--- src/rtl/regfile_wport_arbiter_pkg.sv ---
// Shared widths, constants and FSM encoding for the regfile write-port arbiter.
// Imported by regfile_wport_arbiter; no ports.
package regfile_wport_arbiter_pkg;

    localparam int REG_ADDR_W = 5;
    localparam int REG_W      = 32;

    localparam logic [REG_ADDR_W-1:0] NOP_REG_ADDR = '0;
    localparam logic [REG_W-1:0]      ZERO_WORD    = '0;

    typedef enum logic [1:0] {
        ARB_IDLE  = 2'b00,
        ARB_WAIT  = 2'b01,
        ARB_STALL = 2'b10
    } arb_state_e;

endpackage

--- src/rtl/regfile_wport_arbiter.sv ---
// Shares the single regfile write port between pipeline writeback (A, fixed
// priority, no backpressure) and a multi-cycle unit (B, valid/ready).
// Ports:
//   clk, rst                 clock, synchronous active-high reset
//   a_we/a_waddr/a_wdata     pipeline writeback request
//   b_valid/b_waddr/b_wdata  multi-cycle result, b_ready = accepted (comb)
//   we/waddr/wdata           regfile write port (comb, zero latency)
//   stall_req                registered; B has been starved MAX_WAIT cycles
//   b_pend                   B presented but not accepted this cycle
module regfile_wport_arbiter
    import regfile_wport_arbiter_pkg::*;
#(
    parameter int MAX_WAIT = 4,
    parameter int CNT_W    = 3
) (
    input  logic                  clk,
    input  logic                  rst,
    input  logic                  a_we,
    input  logic [REG_ADDR_W-1:0] a_waddr,
    input  logic [REG_W-1:0]      a_wdata,
    input  logic                  b_valid,
    input  logic [REG_ADDR_W-1:0] b_waddr,
    input  logic [REG_W-1:0]      b_wdata,
    output logic                  b_ready,
    output logic                  we,
    output logic [REG_ADDR_W-1:0] waddr,
    output logic [REG_W-1:0]      wdata,
    output logic                  stall_req,
    output logic                  b_pend
);

    localparam logic [CNT_W-1:0] MAX_CNT = CNT_W'(MAX_WAIT);
    localparam logic [CNT_W-1:0] ONE     = CNT_W'(1);

    arb_state_e       r_state;
    arb_state_e       w_nxt_state;
    logic [CNT_W-1:0] r_cnt;
    logic [CNT_W-1:0] w_nxt_cnt;

    logic w_a_act;
    logic w_b_zero;
    logic w_blocked;

    // A writes to $0 are no-ops and must not steal the port from B.
    assign w_a_act  = a_we & (a_waddr != NOP_REG_ADDR);
    assign w_b_zero = (b_waddr == NOP_REG_ADDR);

    always_comb begin
        we      = 1'b0;
        waddr   = NOP_REG_ADDR;
        wdata   = ZERO_WORD;
        b_ready = 1'b0;
        if (!rst) begin
            if (w_a_act) begin
                we      = 1'b1;
                waddr   = a_waddr;
                wdata   = a_wdata;
                // B to $0 needs no port, so it can retire alongside A.
                b_ready = b_valid & w_b_zero;
            end else if (b_valid) begin
                we      = ~w_b_zero;
                waddr   = b_waddr;
                wdata   = b_wdata;
                b_ready = 1'b1;
            end
        end
    end

    assign w_blocked = b_valid & ~b_ready;
    assign b_pend    = w_blocked;
    assign stall_req = (r_state == ARB_STALL);

    always_comb begin
        w_nxt_state = r_state;
        w_nxt_cnt   = r_cnt;
        unique case (r_state)
            ARB_IDLE: begin
                if (w_blocked) begin
                    w_nxt_cnt   = ONE;
                    w_nxt_state = (MAX_WAIT <= 1) ? ARB_STALL : ARB_WAIT;
                end
            end
            ARB_WAIT: begin
                if (!w_blocked) begin
                    w_nxt_state = ARB_IDLE;
                    w_nxt_cnt   = '0;
                end else if (r_cnt >= MAX_CNT - ONE) begin
                    // Saturate at MAX_WAIT; the count never wraps.
                    w_nxt_state = ARB_STALL;
                    w_nxt_cnt   = MAX_CNT;
                end else begin
                    w_nxt_cnt = r_cnt + ONE;
                end
            end
            ARB_STALL: begin
                // A may still win here; hold the stall until B retires or leaves.
                if (!w_blocked) begin
                    w_nxt_state = ARB_IDLE;
                    w_nxt_cnt   = '0;
                end
            end
            default: begin
                w_nxt_state = ARB_IDLE;
                w_nxt_cnt   = '0;
            end
        endcase
    end

    always_ff @(posedge clk) begin
        if (rst) begin
            r_state <= ARB_IDLE;
            r_cnt   <= '0;
        end else begin
            r_state <= w_nxt_state;
            r_cnt   <= w_nxt_cnt;
        end
    end

endmodule

--- config.mk ---
export PLATFORM = sky130hd
export DESIGN_NAME = regfile_wport_arbiter
export DESIGN_NICKNAME = d
export VERILOG_FILES = /design/src/rtl/regfile_wport_arbiter_pkg.sv /design/src/rtl/regfile_wport_arbiter.sv
export SDC_FILE = /design/constraint.sdc
export NUM_CORES = 1
export LEC_CHECK = 0
export ABC_AREA = 1
export CORE_MARGIN = 2
export CORE_UTILIZATION = 34
export DETAILED_ROUTE_END_ITERATION = 8
export PLACE_DENSITY = 0.95
export SLEW_MARGIN = 40
export SYNTH_ARGS = -nofsm -noshare
export SYNTH_HDL_FRONTEND = slang
export SYNTH_SLANG_ARGS = --single-unit
--- constraint.sdc ---
create_clock -name clk -period 2.3 [get_ports clk]
set_input_delay 0.46 -clock clk [delete_from_list [all_inputs] [get_ports clk]]
set_output_delay 0.46 -clock clk [all_outputs]
set_load 0.02 [all_outputs]
## After elaboration in Yosys (flattened, before gate mapping)

Cells that the tools add are included.

| word-level totals | value |
|---|---|
| flip-flop bits (word level) | 5 |
| output and inout port bits | 41 |
| bits of input ports | 78 |

| operators by class | value |
|---|---|
| mux-type cells | 22 |
| $lt $le $gt $ge | 1 |
| reduce and logical (&&, ||, !) cells | 5 |
| equal/unequal tests | 5 |
| bitwise operators | 5 |
| $add $sub $neg | 1 |

Operator list:

| kind | number |
|---|---|
| $mux W32 | 3 |
| $mux W5 | 3 |
| $mux W3 | 4 |
| $pmux W3 S3 | 1 |
| $mux W2 | 4 |
| $mux W1 | 6 |
| $pmux W2 S3 | 1 |
| $logic_not A5 Y1 | 1 |
| $reduce_bool A5 Y1 | 1 |
| $ne A2 B2 Y1 const B | 2 |
| $add A3 B1 Y3 const B | 1 |
| $and A1 B1 Y1 | 3 |
| $ge A3 B2 Y1 const B | 1 |
| $ne A3 B3 Y1 const B | 1 |
| $reduce_and A3 Y1 | 1 |
| $eq A2 B1 Y1 const B | 1 |
| $eq A2 B2 Y1 const B | 1 |
| $logic_not A2 Y1 | 1 |
| $not A1 Y1 | 2 |
| $reduce_and A2 Y1 | 1 |

## Logic depth before layout (Yosys ltp)

Gate-level depths: netlist of run 1.

| depth | value |
|---|---|
| depth after elaboration | 8 |
| mapped depth | 8 |
| gate-level depth less buffers | 8 |

## Worst setup path after synthesis of run 1

OpenSTA, ideal clock, no wires.

| path | value |
|---|---|
| path type | in2out |
| from | input a_waddr[0] |
| to | output waddr[0] |
| arrival | 1.416 ns |
| buffers on the path | 0 |
| slack | 0.424 ns |
| required time | 1.840 ns |
| stages on the path | 5 |
| cell sequence | inv_1 nand3_2 nand2_2 or2_2 o21ai_0 |

| between the ends | value |
|---|---|
| cells in the longest elaborated chain, start to end | 4 |

RTL lines:

| item | line | text |
|---|---|---|
| from (decl) | regfile_wport_arbiter.sv:19 | `input logic [REG_ADDR_W-1:0] a_waddr,` |
| $reduce_bool A5 Y1 | regfile_wport_arbiter.sv:45 | `assign w_a_act = a_we & (a_waddr != NOP_REG_ADDR);` |
| $and A1 B1 Y1 | regfile_wport_arbiter.sv:45 |  |
| $mux W5 (*) | regfile_wport_arbiter.sv:54 | `if (w_a_act) begin` |
| $mux W5 (*) | regfile_wport_arbiter.sv:53 | `if (!rst) begin` |
| to (decl) | regfile_wport_arbiter.sv:26 | `output logic [REG_ADDR_W-1:0] waddr,` |

Mark *: on every way between the ends. The rest lies on a longest branch, timed or not.

## Worst setup path after layout of run 1

| path | value |
|---|---|
| from | input a_waddr[3] |
| to | output wdata[8] |

| between the ends | value |
|---|---|
| cells in the longest elaborated chain, start to end | 4 |

RTL lines:

| item | line | text |
|---|---|---|
| $reduce_bool A5 Y1 | regfile_wport_arbiter.sv:45 |  |
| $and A1 B1 Y1 | regfile_wport_arbiter.sv:45 |  |
| $mux W32 | regfile_wport_arbiter.sv:54 |  |
| $mux W32 | regfile_wport_arbiter.sv:53 |  |
| to (decl) | regfile_wport_arbiter.sv:27 | `output logic [REG_W-1:0] wdata,` |

Every way passes these cells.

==> flow_metrics.tcl, run 1 <==
set metrics [dict create \
    tightest_slew_ns 0.313 \
    critPathArrivalTime_ns 1.78 \
    synthArstFlopShare_pct 0 \
    grt.total_usage_pct 24.2 \
    maxSlewViolCount 0 \
    synth-edff-count 0 \
    path_class "in2out" \
    dp_cells 349 \
    post-synth-top-area-fraction_pct 22.7 \
    synth_cells 183 \
    synth_ff_type "dfxtp_1" \
    syn_to_final_growth_pct 99.2 \
    first_global_vias 1869 \
    p_per_area_mw_per_mm2 282 \
    layout.cells.non_filler 359 \
    core_mm2 0.00363 \
    required_ns 1.84 \
    fin_crit_ns 2.24 \
    hold-worst-slack_ns 0.477 \
    antenna_found_initial 0 \
    final_common_cell "clkdlybuf4s50_1" \
    finalSetupViolCount 0 \
    ys_ff_latch 5 \
    ir_drop_mv 0.196 \
    syn_area_mm2 0.00128 \
    cp_max_fo 12 \
    cp-start-kind "primary input" \
    wire_per_inst_um 14.6 \
    skew_ns 0.00170 \
    cts_tree "done" \
    die-area_mm2 0.00426 \
    yosys.area_share.adder_pct 1.96 \
    num_antenna_cells 0 \
    drc 0 \
    post-route-period-util_pct 97.2 \
    dp_hpwl_um 3950 \
    initial_core_util_pct 35.1 \
    vias 1800 \
    postRouteAntennaNets 0 \
    viasPerCell 5.01 \
    row_count 22 \
    io_buffers 118 \
    synth_cell_types 24 \
    synth-compound-area-share_pct 25.8 \
    cap_viol_max_count 0 \
    synthTopCellsByArea "nand3_2 23%, a21oi_2 19%, nand2_1 14%" \
    cp-end-kind "output pin" \
    grt_pass1_wl_um 8220 \
    synth_top_area_cell "nand3_2" \
    clk_pin_slew_ns 0.03 \
    cts.sinks 5 \
    synth.mux.area_fraction_pct 0 \
    clk_latency_ns 0.22 \
    drive_gt1_share_pct 43.7 \
    synthXorXnorAreaFrac_pct 0 \
    rsz0062_at_grt "no" \
    die_h_um 65.3 \
    synth_top_family_by_area "simple AND/OR/NAND/NOR gates" \
    clockBufferDepth 2 \
    synth.net_count 263 \
    relSlewSlack_pct 79.1 \
    hold_viol_final 0 \
    drtPass1Iterations 4 \
    layout_common_cells "70 x clkdlybuf4s50_1, 45 x nand2_1, 36 x buf_2" \
    numCtsBuffers 3 \
    fp.dieW_um 65.3 \
    multi_input_area_mm2 0.00102 \
    hold_class "reg2reg" \
    nets 392 \
    grt.overflow.total 0 \
    fillers 309 \
    holdBufCountCts 0 \
    clock-root-buffer "clkbuf_8" \
    clock.fmax_mhz 447 \
    num_io_pins 119 \
    cts_max_level 1 \
    status "completed" \
    yosys.area_share.simple_pct 48.0 \
    gp_congestion 0.914 \
    totalWireLength_um 5230 \
    yosysWarningCount 0 \
    grt_max_degree 23 \
    leakage_nw 1.09 \
    yosysSeqAreaShare_pct 7.84 \
    synth_area_per_cell_um2 6.97 \
    ff_latch_area_um2 100 \
    drtIter0Drc 52 \
]
-- worst max-delay path: stages --
cell and delay [ns]:
dlygate4sd2_1 0.25, nor2_2 0.16, nand3_4 0.13, nand2_8 0.11, buf_4 0.11, buf_6 0.16, nand3_2 0.08, a21oi_2 0.15
buf_4 0.16
-- cell usage after synthesis, drive strengths merged, types with 2 or more instances --
| library cell | count |
|---|---|
| inv | 14 |
| a21oi | 38 |
| a2bb2oi | 2 |
| nand3 | 44 |
| buf | 11 |
| dfxtp | 5 |
| nand2 | 49 |
| ha | 2 |
| clkbuf | 4 |
| nor2 | 10 |
-- registers in the layout, summed over array words and instances (netlist names) --
name	cells
r_cnt	3
r_state	2
-- stage by stage --
step	util (%)	worst slack, ns	total power, W	area, um^2	TNS [ns]
finish	70.0	0.0649	0.000717	2540	0
global route	70.0	0.00968	0.000758	2540	0
CTS	73.5	0.0101	0.000735	2670	0
detailed placement	68.8	-0.581	0.000557	2500	-20.12
global placement	68.8	-0.476	0.000548	2500	-17.35
floorplan	-	0.424	0.000310	1280	0
-- cell families after synthesis --
family / after synthesis
flops: 5
buf+inv: 29
fa+ha+maj: 2
compound gates: 43
simple gates: 104
-- final timing paths --
path / from / endpoint / slack [ns] / cells past startpoint
max: a_waddr[3] / wdata[8] / 0.06 / 9
min: r_cnt[2] / r_cnt[2] / 0.48 / 2
max reg2reg: r_cnt[0] / r_cnt[0] / 0.89 / 7
min reg2reg: r_cnt[2] / r_cnt[2] / 0.48 / 2
-- cell type report --
class                           count  area share, %
Timing Repair Buffer              139           49.7
Multi-Input combinational cell    149           40.1
Sequential cell                     5           3.94
Tap cell                           48           2.36
Inverter                           14           2.17
Clock buffer                        4           1.77
-- metal layers --
metal	share of wire (%)	track usage (%)	vias to the layer above
met5	0	0	-
met3	7.2	4.97	10
met2	54	48.2	86
li1	-	-	873
met1	37	25.2	831
met4	2.4	6.77	0
-- what timing repair did --
action	CTS	global route
cloned	3	0
gates resized for setup	156	27
hold endpoints to repair	0	0
pin swaps	5	5
setup endpoints to repair	40	38
buffers inserted	4	0
-- power by group --
part	switching (W)	internal [W]
clock	0.0000394	0.000119
combinational	0.000225	0.000242
sequential	0.00000214	0.0000900
No activity file was read; power rests on OpenSTA's default activity.
==> inputs of run 2 (changes only) <==
--- a/config.mk
+++ b/config.mk
@@ -7,9 +7,10 @@
 export LEC_CHECK = 0
 export ABC_AREA = 1
 export CORE_MARGIN = 2
-export CORE_UTILIZATION = 34
+export CORE_UTILIZATION = 28
 export DETAILED_ROUTE_END_ITERATION = 8
-export PLACE_DENSITY = 0.95
+export HOLD_SLACK_MARGIN = 0.06
+export PLACE_DENSITY = 0.88
 export SLEW_MARGIN = 40
 export SYNTH_ARGS = -nofsm -noshare
 export SYNTH_HDL_FRONTEND = slang
==> constraint.sdc (replaced) <==
create_clock -name clk -period 2 [get_ports clk]
set_input_delay 0.4 -clock clk [delete_from_list [all_inputs] [get_ports clk]]
set_output_delay 0.4 -clock clk [all_outputs]
set_load 0.02 [all_outputs]
==> run 2 against run 1 <==
  * Wire length up 14%
  * Sequential power up 15%
  * Final cell count up 5.3%
  * Register-to-register slack worse by 0.36 ns
  * Critical path depth down 3
  * Count of clock-buffer cells in the layout unchanged
  * Largest cell class unchanged
  * Highest routed layer unchanged
  * Power up 29%
  * Global-route usage down 1.7 points
  * Sequential cell count unchanged
  * Worst setup slack worse by 0.032 ns
==> flow_metrics.tcl, run 2 (synthesis gave the netlist of run 1 again) <==
set metrics [dict create \
    core_mm2 0.00438 \
    ir_drop_mv 0.176 \
    crit_chain "dlygate4sd2_1 > nand2_8 > buf_4 > or2_4 > nand2_1 > clkdlybuf4s15_2" \
    cp_max_fo 7 \
    leakage_nw 1.23 \
    gp_congestion 0.812 \
    pwr-share-comb_pct 68.6 \
    clockBufferDepth 2 \
    row_count 24 \
    totalWireLength_um 5960 \
    clk_pin_slew_ns 0.03 \
    grt_pass1_wl_um 9400 \
    numCtsBuffers 3 \
    clock.fmax_mhz 508 \
    dp_cells 357 \
    totalPowerFinal_w 0.000927 \
    first_global_vias 1991 \
    viasPerCell 4.97 \
    drc 0 \
    cap_viol_max_count 0 \
    pwr-share-seq_pct 11.5 \
    drive_gt1_share_pct 54.9 \
    sw_frac_of_total_pct 37.0 \
    cp-startpoint "a_we" \
    die_h_um 71.5 \
    syn_to_final_growth_pct 130 \
    clk_latency_ns 0.22 \
    r2r_start "r_cnt[0]" \
    skew_ns 0.000396 \
    cts_max_level 1 \
    crit_buf_inv 3 \
    cp-end-kind "output pin" \
    relSlewSlack_pct 73.5 \
    slowest_delay_ns 0.32 \
    critPathArrivalTime_ns 1.57 \
    final_cell_area_mm2 0.00294 \
    postRouteAntennaNets 0 \
    drtPass1Iterations 4 \
    top_regs "r_cnt x3, r_state x2" \
    clkPwrFrac_pct 19.9 \
    grt.total_usage_pct 22.5 \
    wl_met3_um 456 \
    largest_reg_flops 3 \
    grt.overflow.total 0 \
    hold-worst-slack_ns 0.503 \
    antenna_found_initial 0 \
    placed_area_mm2 0.00252 \
    vias 1877 \
    initial_core_util_pct 29.1 \
    hold_path.startpoint "r_cnt[1]" \
    nets 407 \
    required_ns 1.60 \
    finalSetupViolCount 0 \
    highest_layer "met4" \
    grt_max_degree 26 \
    final_common_cell "clkdlybuf4s50_1" \
    drtIter0Drc 110 \
    post-route-period-util_pct 98.3 \
    regMostFlops "r_cnt" \
    wl_met2_um 3150 \
    layout.cells.non_filler 378 \
    maxSlewViolCount 0 \
    hold_class "reg2reg" \
    cpMaxStageDelayCell "dlygate4sd2_1" \
    rsz0062_at_grt "yes" \
    cts.sinks 5 \
    p_per_area_mw_per_mm2 316 \
    hold_viol_final 0 \
    fp.dieW_um 71.5 \
    dp_hpwl_um 3900 \
    tightest_slew_ns 0.397 \
    die-area_mm2 0.00511 \
    clock-root-buffer "clkbuf_8" \
    num_io_pins 119 \
    p_switching_w 0.000343 \
    p_int_w 0.000584 \
    num_antenna_cells 0 \
    wl_met1_um 2260 \
    cpLargestDelayFamily "buffers and inverters" \
    path_class "in2out" \
    layout_common_cells "68 x clkdlybuf4s50_1, 45 x buf_4, 31 x nand2_1, 31 x a21oi_2, 30 x nand3_2" \
    cp-start-kind "primary input" \
    cts_tree "done" \
    io_buffers 118 \
    status "completed" \
    fin_crit_ns 1.97 \
    wire_per_inst_um 15.8 \
]
==> run 2: cell types whose count changed in the layout (fill, tap and decap cells not counted), moves of 3 or more <==
cell           previous run  this run
buf_2                    36         7
buf_4                    16        45
nand3_1                  13        10
nand2_2                   3        16
nand2_1                  45        31
dlygate4sd2_1             6         1
buf_6                     1        20
==> run 2: per-stage QoR <==
stage	setup TNS (ns)	utilization [%]	setup WS, ns
after CTS	0	63.2	0.00200
after floorplan	0	-	0.244
after global placement	-26.11	57.6	-0.729
after detailed placement	-26.90	57.6	-0.739
after global routing	-0.0866	67.0	-0.00967
final	0	67.0	0.0333
==> run 2: tightest hold or removal path: stages (launching register included) <==
cell and delay [ns]:
dfxtp_1 0.32, nand3_1 0.08, a21oi_1 0.05
==> run 2: layout make-up <==
cell class | count | area (um^2)
multi-input cells | 149 | 1120
well taps | 52 | 65.1
repair buffers | 154 | 1540
clock buffers | 4 | 45.0
inverters | 14 | 65.1
fillers | 326 | 1450
flip-flops and latches | 5 | 100
==> run 2: layer usage <==
layer  GRT usage, %  up-vias
li1               -      903
met1           26.6      860
met2           42.1      104
met3           3.23       10
met4           6.29        0
met5              0        -
==> run 2: repair_timing <==
| action | CTS | global route |
|---|---|---|
| gates resized for setup | 242 | 52 |
| pin swaps | 12 | 16 |
| cloned | 5 | 1 |
| setup endpoints to repair | 40 | 38 |
| hold buffers | 0 | 0 |
| buffers inserted | 10 | 4 |
==> run 2: path summary, 6_finish.rpt <==
kind         cells after the start  slack [ns]        to
max                              6        0.03        we
min                              2        0.50  r_cnt[1]
max reg2reg                      7        0.53  r_cnt[0]
min reg2reg                      2        0.50  r_cnt[1]
==> run 2: power by group through the flow <==
stage | clock (W) | sequential (W) | combinational (W)
CTS | 0.000187 | 0.000106 | 0.000597
detailed placement | 0 | 0.000108 | 0.000536
finish | 0.000184 | 0.000106 | 0.000636
floorplan | 0 | 0.000107 | 0.000250
global placement | 0 | 0.000107 | 0.000529
global route | 0.000200 | 0.000107 | 0.000671
